<file path="src/rtl/mem_read_arbiter.sv">
// Arbitrates N_REQ cache requesters onto one memory read port, one transaction at a time.
// Define MEM_READ_ARBITER_RR_EN for round-robin arbitration (default: highest index wins).
module mem_read_arbiter #(
  parameter  int unsigned ADDR_WIDTH = 64,
  parameter  int unsigned DATA_WIDTH = 64,
  parameter  int unsigned N_REQ      = 2,
  localparam int unsigned GNT_W      = $clog2(N_REQ)
) (
  input  logic                        clk,
  input  logic                        reset,
  input  logic [N_REQ-1:0]            req_valid,
  input  logic [N_REQ*ADDR_WIDTH-1:0] req_addr,
  output logic [N_REQ-1:0]            resp_valid,
  output logic [DATA_WIDTH-1:0]       resp_data,
  output logic                        busy,
  output logic [GNT_W-1:0]            gnt_id,
  output logic [ADDR_WIDTH-1:0]       mem_read_addr,
  output logic                        mem_read_valid,
  input  logic [DATA_WIDTH-1:0]       mem_read_data,
  input  logic                        mem_read_ready
);

  typedef enum logic [1:0] {IDLE, ISSUE, RESP} state_e;

  state_e                state, state_d;
  logic [GNT_W-1:0]      winner, gnt_d;
  logic [ADDR_WIDTH-1:0] addr_d;
  logic                  mrv_d;
  logic [N_REQ-1:0]      resp_valid_d;
  logic [DATA_WIDTH-1:0] resp_data_d;
  logic                  busy_d;
  logic [ADDR_WIDTH-1:0] addr_arr [N_REQ];

  // Unpack the flat request address bus
  for (genvar g = 0; g < N_REQ; g++) begin : g_unpack
    assign addr_arr[g] = req_addr[g*ADDR_WIDTH +: ADDR_WIDTH];
  end

`ifdef MEM_READ_ARBITER_RR_EN
  logic [GNT_W-1:0] rr, rr_d;
  logic [GNT_W-1:0] cand;
  logic             found;

  // Round robin: first requester after the last grant, ascending with wrap
  always_comb begin
    winner = '0;
    cand   = '0;
    found  = 1'b0;
    for (int unsigned k = 1; k <= N_REQ; k++) begin
      cand = GNT_W'((32'(rr) + k) % N_REQ);
      if (!found && req_valid[cand]) begin
        winner = cand;
        found  = 1'b1;
      end
    end
  end
`else
  // Fixed priority: highest index wins
  always_comb begin
    winner = '0;
    for (int unsigned i = 0; i < N_REQ; i++) begin
      if (req_valid[GNT_W'(i)]) winner = GNT_W'(i);
    end
  end
`endif

  always_comb begin
    state_d      = state;
    gnt_d        = gnt_id;
    addr_d       = mem_read_addr;
    mrv_d        = mem_read_valid;
    resp_valid_d = '0;
    resp_data_d  = resp_data;
`ifdef MEM_READ_ARBITER_RR_EN
    rr_d         = rr;
`endif
    case (state)
      IDLE: begin
        if (|req_valid) begin
          gnt_d   = winner;
          addr_d  = {addr_arr[winner][ADDR_WIDTH-1:3], 3'b000};
          mrv_d   = 1'b1;
          state_d = ISSUE;
`ifdef MEM_READ_ARBITER_RR_EN
          rr_d    = winner;
`endif
        end else begin
          mrv_d = 1'b0;
        end
      end
      ISSUE: begin
        if (mem_read_ready) begin
          resp_data_d  = mem_read_data;
          resp_valid_d = N_REQ'(1) << gnt_id;
          mrv_d        = 1'b0;
          state_d      = RESP;
        end
      end
      RESP:    state_d = IDLE;
      default: state_d = IDLE;
    endcase
    busy_d = (state_d != IDLE);
  end

  always_ff @(posedge clk or posedge reset) begin
    if (reset) begin
      state          <= IDLE;
      gnt_id         <= '0;
      mem_read_addr  <= '0;
      mem_read_valid <= 1'b0;
      resp_valid     <= '0;
      resp_data      <= '0;
      busy           <= 1'b0;
`ifdef MEM_READ_ARBITER_RR_EN
      rr             <= '0;
`endif
    end else begin
      state          <= state_d;
      gnt_id         <= gnt_d;
      mem_read_addr  <= addr_d;
      mem_read_valid <= mrv_d;
      resp_valid     <= resp_valid_d;
      resp_data      <= resp_data_d;
      busy           <= busy_d;
`ifdef MEM_READ_ARBITER_RR_EN
      rr             <= rr_d;
`endif
    end
  end

`ifndef SYNTHESIS
  a_resp_onehot: assert property (@(posedge clk) disable iff (reset) $onehot0(resp_valid));
  a_addr_stable: assert property (@(posedge clk) disable iff (reset)
                                  (state == ISSUE) |=> $stable(mem_read_addr));
  a_resp_gap:    assert property (@(posedge clk) disable iff (reset)
                                  (|resp_valid) |=> !(|resp_valid));
`endif

endmodule

</file>
<file path="config.mk">
export PLATFORM = sky130hd
export DESIGN_NAME = mem_read_arbiter
export DESIGN_NICKNAME = d
export VERILOG_FILES = /design/src/rtl/mem_read_arbiter.sv
export SDC_FILE = /design/constraint.sdc
export NUM_CORES = 1
export LEC_CHECK = 0
export BUFFER_PORTS_ARGS = -buffer_cell sky130_fd_sc_hd__clkbuf_2
export CAP_MARGIN = 20
export CORE_AREA = 2 2 128 130
export DETAILED_ROUTE_END_ITERATION = 12
export DIE_AREA = 0 0 130 132
export GPL_ROUTABILITY_DRIVEN = 0
export PLACE_DENSITY = 0.69
export SYNTH_ARGS = -nofsm -noshare
export SYNTH_HDL_FRONTEND = slang
export SYNTH_SLANG_ARGS = --single-unit
</file>
<file path="constraint.sdc">
create_clock -name clk -period 9.64 [get_ports clk]
set_input_delay 0.964 -clock clk [delete_from_list [all_inputs] [get_ports clk]]
set_output_delay 0.964 -clock clk [all_outputs]
set_load 0.03 [all_outputs]
</file>
==> results.md <==
- FILL cells: 1330
- Pin count of the biggest net entering global routing: 84
- CP Buf/Inv Count: 3
- Starting Density: 37.51%
- Slew HR: 33.91%
- Die height: 132 um
- Launch instance of the worst register-to-register path: state[0]
- Starting DRT DRC Count: 104
- Fmax: 343.3 MHz
- Synth Register Bits: 132
- Seq/Total Area, Yosys: 56.04%
- GR Overflow Total: 0
- Top cell by count, worst path: buf_4
- Worst Hold Class: reg -> reg
- Critical path arrival: 3200 ps
- Met3 usage: 6.209%
- Antenna cells: 0
- CTS H-Tree Depth: 4
- CP startpoint kind: input port
- Initial DRT Pass Iterations: 4
- Crit-path max cell delay: 610 ps
- Max rail drop VDD: 0.2317 mV
- Total track usage: 15.78%
- Synth area leaders: dfrtp_1, mux2_2, mux2_4
- GRT Max-Usage Layer: met2
- Synth area leader: dfrtp_1
- Slew at the pin closest to its max-slew limit: 991.4 ps
- Crit path required time: 9920 ps
- Post-synthesis average cell area: 16.37 sq um
- Leakage: 4.126 nW
- Final Hold Viols: 0
- Die ar.: 17160 sq um
- Family with the most delay on the worst path: buffers and inverters
- Crit Path Class: in -> reg
- Critical path's slowest cell: buf_4
- Tmin final: 2913 ps
- WL per Instance: 14.82 um
- Most frequent cells in the layout: clkbuf_2, mux2_2, dfrtp_1
- Die width: 130 um
- CTS buffer count: 17
- Initial antenna violation count: 0
- Root buffer cell: clkbuf_16
- Post-CTS Hold Buffers: 0
- Slew Limit Fails: 0
- Synth Instances: 360
- Commonest non-fill, non-tap cell in the layout: clkbuf_2
- Worst Path Max Fanout: 64
- Vias in the first global route: 4344
- Tcrit/Tclk final: 30.22%
- Worst reg2reg path depth: 4
- Global-route wire length before repair: 21190 um
- Setup crit end kind: flip-flop
- Drt drc: 0
- Syn-to-layout area delta: 39.27%
- Vias/cell: 4.479
- Synth Cell Area: 5894 sq um
- Clk_skew: 6.628 ps
- PD cells: 382.3 nW/um^2
- Hold EP: resp_valid[0]
- PortBufs: 320
- Layout net count: 878
- Core Region: 15710 sq um
- Hold Path Cell Cnt: 1
- Via count: 4076
- Ys Warns: 0
- Netlist cell types: 18
- Post-CTS sizing: 0
- Max-cap viol count: 0
- Setup-failing EPs final: 0
- Number of post-CTS setup repair buffers: 0
- CP cell instances: clkbuf_2 > buf_4 > o21a_2 > buf_4 > mux2_2
- Met1 Use GR: 16.29%
- Worst-path clk slew: 60 ps
- RSZ-0062 raised after global routing: false
- Share of layout cells above drive strength 1: 78.67%
- Layout Utilization: 52.25%
- Clk buf depth: 2
- Antenna Nets Post-Route: 0
- Met2 Use GR: 28.33%
- Hold path start: gnt_id
- Final wirelength: 13490 um
- Dpl hpwl: 10300 um
- Reg2reg end: mem_read_addr[52]
- CTS tree: built
- # rows: 46
- Status: complete, no violations
- IO Pins: 330
- Share of the synthesized area in the top cell type: 56.04%
- Worst R2R Setup Slack: 7410 ps
- Worst skew pair latency: 410 ps
- Setup TNS: 0 ps
- Clock Sinks: 132
==> logic make-up after synthesis <==
| group | count (synthesis) | share of synthesized area, % |
|---|---|---|
| AOI/OAI and AO/OA | 7 | 0.6793 |
| buffers and inverters | 28 | 4.500 |
| DFF | 132 | 56.04 |
| muxes | 186 | 38.08 |
| other | 1 | 0.06362 |
| and+or+nand+nor | 6 | 0.6367 |
==> registers in the layout, indices dropped and copies added (netlist names) <==
| signal | count |
|---|---|
| resp_valid | 2 |
| resp_data | 64 |
| busy | 1 |
| state | 2 |
| mem_read_valid | 1 |
| gnt_id | 1 |
| mem_read_addr | 61 |
==> Yosys cell counts, drive strengths merged <==
cell type / number
nand2b: 1
mux2: 186
dfrtp: 132
inv: 4
a21o: 1
o21a: 1
or2: 1
o21ai: 4
nor2: 3
a21oi: 1
nand2: 1
buf: 24
conb: 1
==> routing by layer <==
layer  wire (um)  up-vias
met5           0        -
li1            -     1914
met4         262        0
met3        1269       23
met1        5063     1922
met2        6891      217
==> stage by stage <==
step | total power, W | cell area, sq um | hold slack [ps] | std cells | worst slack (ps)
5_1_grt | 0.003303 | 8209 | 463.4 | 910 | 6583
3_5_place_dp | 0.002483 | 7552 | 440.8 | 877 | 6274
6_report | 0.003139 | 8209 | 443.5 | 910 | 6727
3_3_place_gp | 0.002447 | 7552 | 436.9 | 877 | 6398
2_1_floorplan | 0.002088 | 5902 | 522.9 | 362 | 5150
4_1_cts | 0.003180 | 8182 | 448.0 | 909 | 6696
==> final cells by class <==
cell class,count,area [sq um],area share (%)
sequential,132,3303,40.24
timing repair buffer,324,1652,20.12
multi-input combinational,202,2335,28.44
tap,216,270.3,3.292
clock inverter,14,200.2,2.439
inverter,4,20.02,0.2439
clock buffer,18,429.2,5.228
==> power by group <==
group / switching, W / total [W] / internal (W)
sequential: 0.000152 / 0.000990 / 0.000839
combinational: 0.000898 / 0.00147 / 0.000571
clock: 0.000244 / 0.000680 / 0.000436
total: 0.00129 / 0.00314 / 0.00184
==> how the worst max path moves through the flow <==
stage                   endpoint         start  cells after the start  slack, ps
6_report       mem_read_addr[52]  req_valid[1]                      5       6730
5_1_grt        mem_read_addr[52]  req_valid[1]                      5       6580
4_1_cts        mem_read_addr[52]  req_valid[1]                      5       6700
2_1_floorplan               busy         reset                      1       5150
3_5_place_dp   mem_read_addr[32]  req_valid[1]                      5       6270
3_3_place_gp   mem_read_addr[47]  req_valid[1]                      5       6400
(Power assumes the default switching activity.)
